===== src/rtl/trees_dma_read_sequencer.sv =====
// Splits one beat-range read command into bounded DMA read bursts and streams the
// returned 64-bit beats to the consumer through a 2-entry in-order buffer.
module trees_dma_read_sequencer #(
   parameter int unsigned MAX_BURST_BEATS = 32'd4096,
   parameter logic [2:0]  DMA_SIZE        = 3'b011
) (
   input  logic        clk,
   input  logic        rst,
   input  logic        cmd_valid,
   output logic        cmd_ready,
   input  logic [31:0] cmd_index,
   input  logic [31:0] cmd_length,
   output logic        dma_read_ctrl_valid,
   input  logic        dma_read_ctrl_ready,
   output logic [31:0] dma_read_ctrl_data_index,
   output logic [31:0] dma_read_ctrl_data_length,
   output logic [2:0]  dma_read_ctrl_data_size,
   output logic [5:0]  dma_read_ctrl_data_user,
   input  logic        dma_read_chnl_valid,
   output logic        dma_read_chnl_ready,
   input  logic [63:0] dma_read_chnl_data,
   output logic        out_valid,
   input  logic        out_ready,
   output logic [63:0] out_data,
   output logic        out_last,
   output logic        busy,
   output logic        done,
   output logic [31:0] beat_count
);

   typedef enum logic [2:0] {
      ST_IDLE  = 3'd0,
      ST_REQ   = 3'd1,
      ST_XFER  = 3'd2,
      ST_DRAIN = 3'd3,
      ST_DONE  = 3'd4
   } state_t;

   state_t      state_r, state_n;
   logic [31:0] cur_index_r, remaining_r, burst_left_r, beat_count_r;
   logic [63:0] mem_r [0:1];
   logic [1:0]  last_r;
   logic        wr_ptr_r, rd_ptr_r, full_r;
   logic [1:0]  count_r, count_n_s;
   logic        cmd_fire_s, ctrl_fire_s, push_s, pop_s, push_last_s;
   logic [31:0] req_len_s;

   function automatic logic [31:0] burst_len(input logic [31:0] rem);
      if (rem > 32'(MAX_BURST_BEATS)) begin
         return 32'(MAX_BURST_BEATS);
      end else begin
         return rem;
      end
   endfunction

   // Handshake qualifiers and FIFO occupancy update
   always_comb begin
      cmd_fire_s  = cmd_valid && (state_r == ST_IDLE);
      ctrl_fire_s = dma_read_ctrl_ready && (state_r == ST_REQ);
      push_s      = dma_read_chnl_valid && (state_r == ST_XFER) && !full_r;
      pop_s       = out_ready && (count_r != 2'd0);
      push_last_s = (remaining_r == 32'd1);
      req_len_s   = burst_len(remaining_r);
      count_n_s   = count_r;
      if (push_s && !pop_s) begin
         count_n_s = count_r + 2'd1;
      end else if (pop_s && !push_s) begin
         count_n_s = count_r - 2'd1;
      end else begin
         count_n_s = count_r;
      end
   end

   // State register
   always_ff @(posedge clk or negedge rst) begin
      if (!rst) begin
         state_r <= ST_IDLE;
      end else begin
         state_r <= state_n;
      end
   end

   // Next-state logic
   always_comb begin
      state_n = state_r;
      case (state_r)
         ST_IDLE: begin
            if (cmd_fire_s) begin
               state_n = (cmd_length == 32'd0) ? ST_DONE : ST_REQ;
            end else begin
               state_n = ST_IDLE;
            end
         end
         ST_REQ: begin
            if (ctrl_fire_s) begin
               state_n = ST_XFER;
            end else begin
               state_n = ST_REQ;
            end
         end
         ST_XFER: begin
            if (push_s && (burst_left_r == 32'd1)) begin
               state_n = push_last_s ? ST_DRAIN : ST_REQ;
            end else begin
               state_n = ST_XFER;
            end
         end
         ST_DRAIN: begin
            if (count_r == 2'd0) begin
               state_n = ST_DONE;
            end else begin
               state_n = ST_DRAIN;
            end
         end
         ST_DONE: state_n = ST_IDLE;
         default: state_n = ST_IDLE;
      endcase
   end

   // Output decode
   always_comb begin
      cmd_ready                 = 1'b0;
      dma_read_ctrl_valid       = 1'b0;
      dma_read_chnl_ready       = 1'b0;
      busy                      = 1'b1;
      done                      = 1'b0;
      case (state_r)
         ST_IDLE: begin
            cmd_ready = 1'b1;
            busy      = 1'b0;
         end
         ST_REQ:   dma_read_ctrl_valid = 1'b1;
         ST_XFER:  dma_read_chnl_ready = !full_r;
         ST_DRAIN: busy = 1'b1;
         ST_DONE:  done = 1'b1;
         default: begin
            cmd_ready = 1'b0;
            busy      = 1'b0;
         end
      endcase
      // Request fields are zero outside REQ so reset and idle look identical
      if (state_r == ST_REQ) begin
         dma_read_ctrl_data_index  = cur_index_r;
         dma_read_ctrl_data_length = req_len_s;
      end else begin
         dma_read_ctrl_data_index  = 32'd0;
         dma_read_ctrl_data_length = 32'd0;
      end
      dma_read_ctrl_data_size = DMA_SIZE;
      dma_read_ctrl_data_user = 6'd0;
      out_valid               = (count_r != 2'd0);
      out_data                = mem_r[rd_ptr_r];
      out_last                = last_r[rd_ptr_r] && (count_r != 2'd0);
      beat_count              = beat_count_r;
   end

   // Command and burst counters
   always_ff @(posedge clk or negedge rst) begin
      if (!rst) begin
         cur_index_r  <= 32'd0;
         remaining_r  <= 32'd0;
         burst_left_r <= 32'd0;
      end else if (cmd_fire_s) begin
         cur_index_r <= cmd_index;
         remaining_r <= cmd_length;
      end else if (ctrl_fire_s) begin
         burst_left_r <= req_len_s;
         cur_index_r  <= cur_index_r + req_len_s;
      end else if (push_s) begin
         burst_left_r <= burst_left_r - 32'd1;
         remaining_r  <= remaining_r - 32'd1;
      end else begin
         cur_index_r <= cur_index_r;
      end
   end

   // Delivered-beat counter, saturating
   always_ff @(posedge clk or negedge rst) begin
      if (!rst) begin
         beat_count_r <= 32'd0;
      end else if (cmd_fire_s) begin
         beat_count_r <= 32'd0;
      end else if (pop_s && (beat_count_r != 32'hFFFF_FFFF)) begin
         beat_count_r <= beat_count_r + 32'd1;
      end else begin
         beat_count_r <= beat_count_r;
      end
   end

   // Two-entry output FIFO with last-beat tag per entry
   always_ff @(posedge clk or negedge rst) begin
      if (!rst) begin
         mem_r[0] <= 64'd0;
         mem_r[1] <= 64'd0;
         last_r   <= 2'b00;
         wr_ptr_r <= 1'b0;
         rd_ptr_r <= 1'b0;
         count_r  <= 2'd0;
         full_r   <= 1'b0;
      end else begin
         if (push_s) begin
            mem_r[wr_ptr_r]  <= dma_read_chnl_data;
            last_r[wr_ptr_r] <= push_last_s;
            wr_ptr_r         <= ~wr_ptr_r;
         end else begin
            wr_ptr_r <= wr_ptr_r;
         end
         if (pop_s) begin
            rd_ptr_r <= ~rd_ptr_r;
         end else begin
            rd_ptr_r <= rd_ptr_r;
         end
         count_r <= count_n_s;
         full_r  <= (count_n_s == 2'd2);
      end
   end

endmodule


===== config.mk =====
export PLATFORM = sky130hd
export DESIGN_NAME = trees_dma_read_sequencer
export DESIGN_NICKNAME = d
export VERILOG_FILES = /design/src/rtl/trees_dma_read_sequencer.sv
export SDC_FILE = /design/constraint.sdc
export NUM_CORES = 1
export LEC_CHECK = 0
export CORE_MARGIN = 3
export CORE_UTILIZATION = 50
export DETAILED_ROUTE_END_ITERATION = 10
export DONT_BUFFER_PORTS = 1
export GPL_TIMING_DRIVEN = 0
export SETUP_SLACK_MARGIN = 0.15
export SLEW_MARGIN = 20
export SYNTH_ARGS = -nofsm -noshare
export SYNTH_HDL_FRONTEND = slang
export SYNTH_SLANG_ARGS = --single-unit

===== constraint.sdc =====
create_clock -name clk -period 7.7 [get_ports clk]
set_clock_uncertainty 0.15 [all_clocks]
set_input_delay 1.54 -clock clk [delete_from_list [all_inputs] [get_ports clk]]
set_output_delay 1.54 -clock clk [all_outputs]
set_load 0.01 [all_outputs]

* Word level (Yosys, flattened, before mapping)
Index checks and enable logic that the tools add are counted.
** Operators by class
- Bitwise operators :: 5
- Reductions and logical operators :: 26
- Multiplexer cells :: 37
- Equality and inequality tests :: 9
- Order comparisons :: 7
- $add $sub $neg :: 6
** Operators with widths (number)
- 32-bit 2-to-1 mux :: 12
- 64-bit 2-to-1 mux :: 4
- 128-bit bitwise mux :: 1
- 64-bit demux with 1-bit select :: 1
- 32-bit by 1-bit equality test with 1-bit output, second input constant :: 2
- 32-bit by 1-bit subtractor with 32-bit output, second input constant :: 2
- 32-bit by 1-bit adder with 32-bit output, second input constant :: 1
- 32-bit adder :: 1
- 32-bit by 13-bit > comparator with 1-bit output, second input constant :: 1
- 32-bit logical NOT :: 1
- 32-bit inequality test, second input constant :: 1
- 1-bit logical AND :: 12
- 3-bit one-hot mux with 4 select lines :: 1
- 2-bit 2-to-1 mux :: 5
- 2-bit nonzero test :: 5
- 3-bit 2-to-1 mux :: 3
- 1-bit 2-to-1 mux :: 8
- 3-bit by 2-bit equality test with 1-bit output, second input constant :: 2
- 2-bit >= comparator, second input constant :: 2
- 1-bit by 2-bit less-than comparator with 1-bit output, second input constant :: 2
- 1-bit inverter with 2-bit output :: 2
- 2-bit AND reduction :: 2
- 4-bit OR reduction :: 1
- 3-bit by 1-bit equality test with 1-bit output, second input constant :: 1
- other kinds (13) :: 17
** Storage, ports and cells
- Input bits :: 134
- Register bits after elaboration :: 266
- Logic and storage cells :: 102
- Output and inout port bits :: 176

* Longest topological paths before layout
- Word-level depth :: 8
- Gate-level depth with buffers :: 22
- Mapped depth without buffers :: 18

* Worst setup path before layout
No wires, ideal clock.
- Path type :: reg2reg
- Start point :: reg remaining_r[3]
- End point :: reg cur_index_r[24]
- Cell stages (with the launch flop) :: 21
- Path buffers :: 4
- Data required time :: 7.483 ns
- Period minus slack after synthesis :: 5.576 ns
- Arrival time :: 5.359 ns
- Setup time :: 0.067 ns
- Setup slack :: 2.124 ns
- Cell sequence :: dfrtp_1 buf_2 or4_4 o41a_1 buf_2 nor3_2 clkbuf_1 clkbuf_1 nand2_1 xnor2_1 ha_1 a21o_1 maj3_1 maj3_1 o22ai_1 nor3_2 o311ai_1 a41oi_2 o21bai_2 mux2_1 nand2_1
** Between the ends
- Word-level cells in the longest chain between the ends :: 5
** Ends and longest elaborated chain
- from (decl) :: line 40 : logic [31:0] cur_index_r, remaining_r, burst_left_r, beat_count_r;
- from (signal assigned) :: line 165 : remaining_r <= cmd_length;
- from (signal assigned) :: line 171 : remaining_r <= remaining_r - 32'd1;
- 32-bit by 13-bit > comparator with 1-bit output :: line 49 : if (rem > 32'(MAX_BURST_BEATS)) begin
- 32-bit 2-to-1 mux * :: line 49
- 32-bit adder * :: line 168 : cur_index_r <= cur_index_r + req_len_s;
- 32-bit 2-to-1 mux * :: line 166 : end else if (ctrl_fire_s) begin
- 32-bit 2-to-1 mux * :: line 163 : end else if (cmd_fire_s) begin
- to (signal assigned) :: line 164 : cur_index_r <= cmd_index;
- to (signal assigned) :: line 168
- to (signal assigned) :: line 173 : cur_index_r <= cur_index_r;
- to (decl) :: line 40
Every way passes the cells marked *; elsewhere a longest branch is shown, timed or not. The select of a mux whose other input is x is not followed.
A chain may end at the register's enable or synchronous reset.

* Worst setup path after layout
Same ends and word-level chain as after synthesis.

==> out/metrics.cfg <==
[run_status]
status=finished, final reports clean

[logic_synthesis]
synthSimpleGateAreaFrac_pct=17.78
synthAdderAreaFrac_pct=2.238
synth_edf_count=0
synth-async-reset-ratio_pct=100.0
synth_top_family_by_area=simple AND/OR/NAND/NOR gates
ys_top_cells_by_area=dfrtp_1 45%, mux2_2 15%, nand2_1 3.2%
syn_inst=1483
ys_seq_area_share_pct=44.77
synth_common_cells=266 x dfrtp_1, 192 x mux2_2, 128 x nand2_1, 102 x nor2_1, 84 x clkbuf_1
ys_types=72
syn_avg_cell_area_um2=10.03
netlist.area_leader.share_pct=44.77
synth_compound_gate_area_share_pct=11.35
synth_warnings=0
synthMuxAreaShare_pct=15.16
synth_flop_cell=dfrtp_1
synth-xor-area-share_pct=4.123
synth_top_area_cell=dfrtp_1
yosysMostFrequentCell=dfrtp_1
synth_area_um2=14870
ys_seq_elements=266

[job]
maxCapViolations=0

[route]
vias_per_cell=6.004
wl_mm=42.66
ant_nets=0
routedWlPerCell_um=21.84
vias=11730
dr.pass1.iters=5
drcViolationCount=0
dr.first_iter.drc_count=843

[power_and_ir_drop]
p_leak_uw=0.006771
comb_power_share_pct=41.3
peakVddDrop_v=0.0002230
p_clk_share_pct=22.1
p_int_uw=4009
power.share.sequential_pct=36.7
powerDensity_nw_per_um2=397.2
p_sw_share_pct=38.77
p_switching_uw=2538

[finish]
fin_util_pct=56.82
drive_gt1_share_pct=18.43
final_nets=1698
area_delta_synth_final_pct=10.87

[global_routing]
grt_pass1_vias=11480
grt_use_total_pct=25.79
grt_pass1_wl_mm=64.78
grt-ovfl-total=0
antenna_found_initial=3
grt_start_max_net_pins=267

[timing]
hold_violations=0
max-slew-margin-rel_pct=18.55
drv_slew=0
max_freq_mhz=142.1
period_share_pct=91.41
setup_violations=0
rsz0062_at_grt=false
fin_crit_ns=7.039
tns_ns=0
tightest_slew_ns=1.212

[cts]
worst_skew_pair.late_latency_ns=0.56
cts_tree=yes
postCtsHoldBufs=0
numCtsBuffers=29
cts_root_buf=clkbuf_16
cts_resized=0
cts_sinks=266
htreeDepth=1
cts_buffer_depth=3
cts_setup_buffers=0
clkSlewWorstSetupHoldPaths_ns=0.06

[place]
place_congestion=0.9443
hpwl_mm=31.40
io_buffers=0

[die]
die_width_um=178.5
coreArea_um2=29010
num_rows=62
initial_core_util_pct=51.25
die_h_um=178.5
io_pins=310
die-area_um2=31840

[critical_path]
r2r_slack_ns=0.66
cp.arrival_ns=7.38
critPathKind=register to register
crit_path_max_fanout=10
cp-start-kind=register
crit_chain=buf_2, or4_4, o41a_1, buf_2, nor3_2, clkbuf_1, clkbuf_1, nand2_1, xnor2_1, ha_1, a21o_1, maj3_1, maj3_1, o22ai_1, nor3_2, o311ai_1, a41oi_2, o21bai_2, mux2_1, nand2_1
worstPathRequired_ns=8.04
slowest_stage=o311ai_1
cp-end-kind=register
worst_path_largest_cell_delay_ns=0.57

[min_path]
min_path_type=register to register

-- registers in the layout (all words and copies together) (netlist names) --
| signal | cells |
|---|---|
| beat_count | 32 |
| burst_left_r | 32 |
| count_r | 2 |
| cur_index_r | 32 |
| full_r | 1 |
| last_r | 2 |
| mem_r | 128 |
| rd_ptr_r | 1 |
| remaining_r | 32 |
| state_r | 3 |
| wr_ptr_r | 1 |
-- cell families (layout without fill, tap and decap cells) --
family,count (synthesis),count (layout)
AND/OR/NAND/NOR,519,519
flip-flops,266,266
AO/OA/AOI/OAI,246,246
multiplexers,201,201
buffers and inverters,150,202
XOR/XNOR,70,70
adder cells (fa/ha/maj),29,29
other,2,36
-- power groups by stage --
stage,Combinational (uW),Clock (uW),Sequential [uW]
detailed placement,2680,0,2420
global placement,2640,0,2380
finish,2700,1440,2400
floorplan,2110,0,2300
CTS,2700,1480,2400
global route,2960,1540,2480
-- worst max-delay path: cells and delay by family, from the launching register on --
family	cells	cell delay, ns
buffers and inverters	4	1.36
adders and majority gates	3	1.07
and+or+nand+nor	5	1.23
AOI/OAI and AO/OA	6	2.25
DFF	1	0.37
xor gates and xnor gates	1	0.15
muxes	1	0.37
-- routing by layer --
layer,vias up,share of wire (%),wire length [um],global-route usage (%)
met3,71,8.9,3786,6.301
li1,5452,-,-,-
met1,5768,43,18180,35.08
met2,432,46,19490,41.29
met4,2,2.8,1186,6.916
met5,-,0.040,17,0
-- layout by cell type (no fill, tap or decap), types with 29 or more instances in the layout --
master	count
a21oi_1	40
and2_1	38
clkbuf_1	86
clkbuf_16	29
conb_1	35
dfrtp_1	266
mux2_2	192
nand2_1	128
nand3_1	56
nor2_1	102
nor3_1	35
nor4_1	35
o21ai_0	58
xnor2_1	32
xor2_1	38
-- worst paths after layout --
| path | from | endpoint | cells after the start |
|---|---|---|---|
| worst max-delay path | remaining_r[3]$_DFFE_PN0P_ | cur_index_r[24]$_DFFE_PN0P_ | 20 |
| max in group asynchronous | rst | cur_index_r[18]$_DFFE_PN0P_ | 0 |
| worst min register to register | last_r[1]$_DFFE_PN0P_ | last_r[1]$_DFFE_PN0P_ | 2 |
| min in group asynchronous | rst | mem_r[80]$_DFFE_PN0P_ | 0 |
| worst min-delay path | last_r[1]$_DFFE_PN0P_ | last_r[1]$_DFFE_PN0P_ | 2 |
| worst max register to register | remaining_r[3]$_DFFE_PN0P_ | cur_index_r[24]$_DFFE_PN0P_ | 20 |
-- cell type report --
| class | count | area, um2 |
|---|---|---|
| Clock inverter | 13 | 160.2 |
| Clock buffer | 39 | 843.3 |
| Tap cell | 384 | 480.5 |
| Multi-Input combinational cell | 1100 | 7670 |
| Buffer | 123 | 571.8 |
| Antenna cell | 1 | 2.502 |
| Fill cell | 2562 | 12530 |
| Inverter | 27 | 101.3 |
| Sequential cell | 266 | 6656 |
-- through the flow --
| stage | hold WS, ns | worst slack (ns) | cells | total power (uW) | area (um2) |
|---|---|---|---|---|---|
| detailed placement | 0.3207 | 0.8128 | 1900 | 5097 | 15470 |
| finish | 0.3333 | 0.6613 | 1953 | 6548 | 16490 |
| global route | 0.3593 | 0.3333 | 1952 | 6981 | 16480 |
| global placement | 0.3144 | 0.8135 | 1900 | 5025 | 15470 |
| floorplan | 0.2992 | 2.124 | 1516 | 4403 | 14990 |
| CTS | 0.3350 | 0.7546 | 1952 | 6570 | 16480 |
Power figures use the tool's default switching activity.
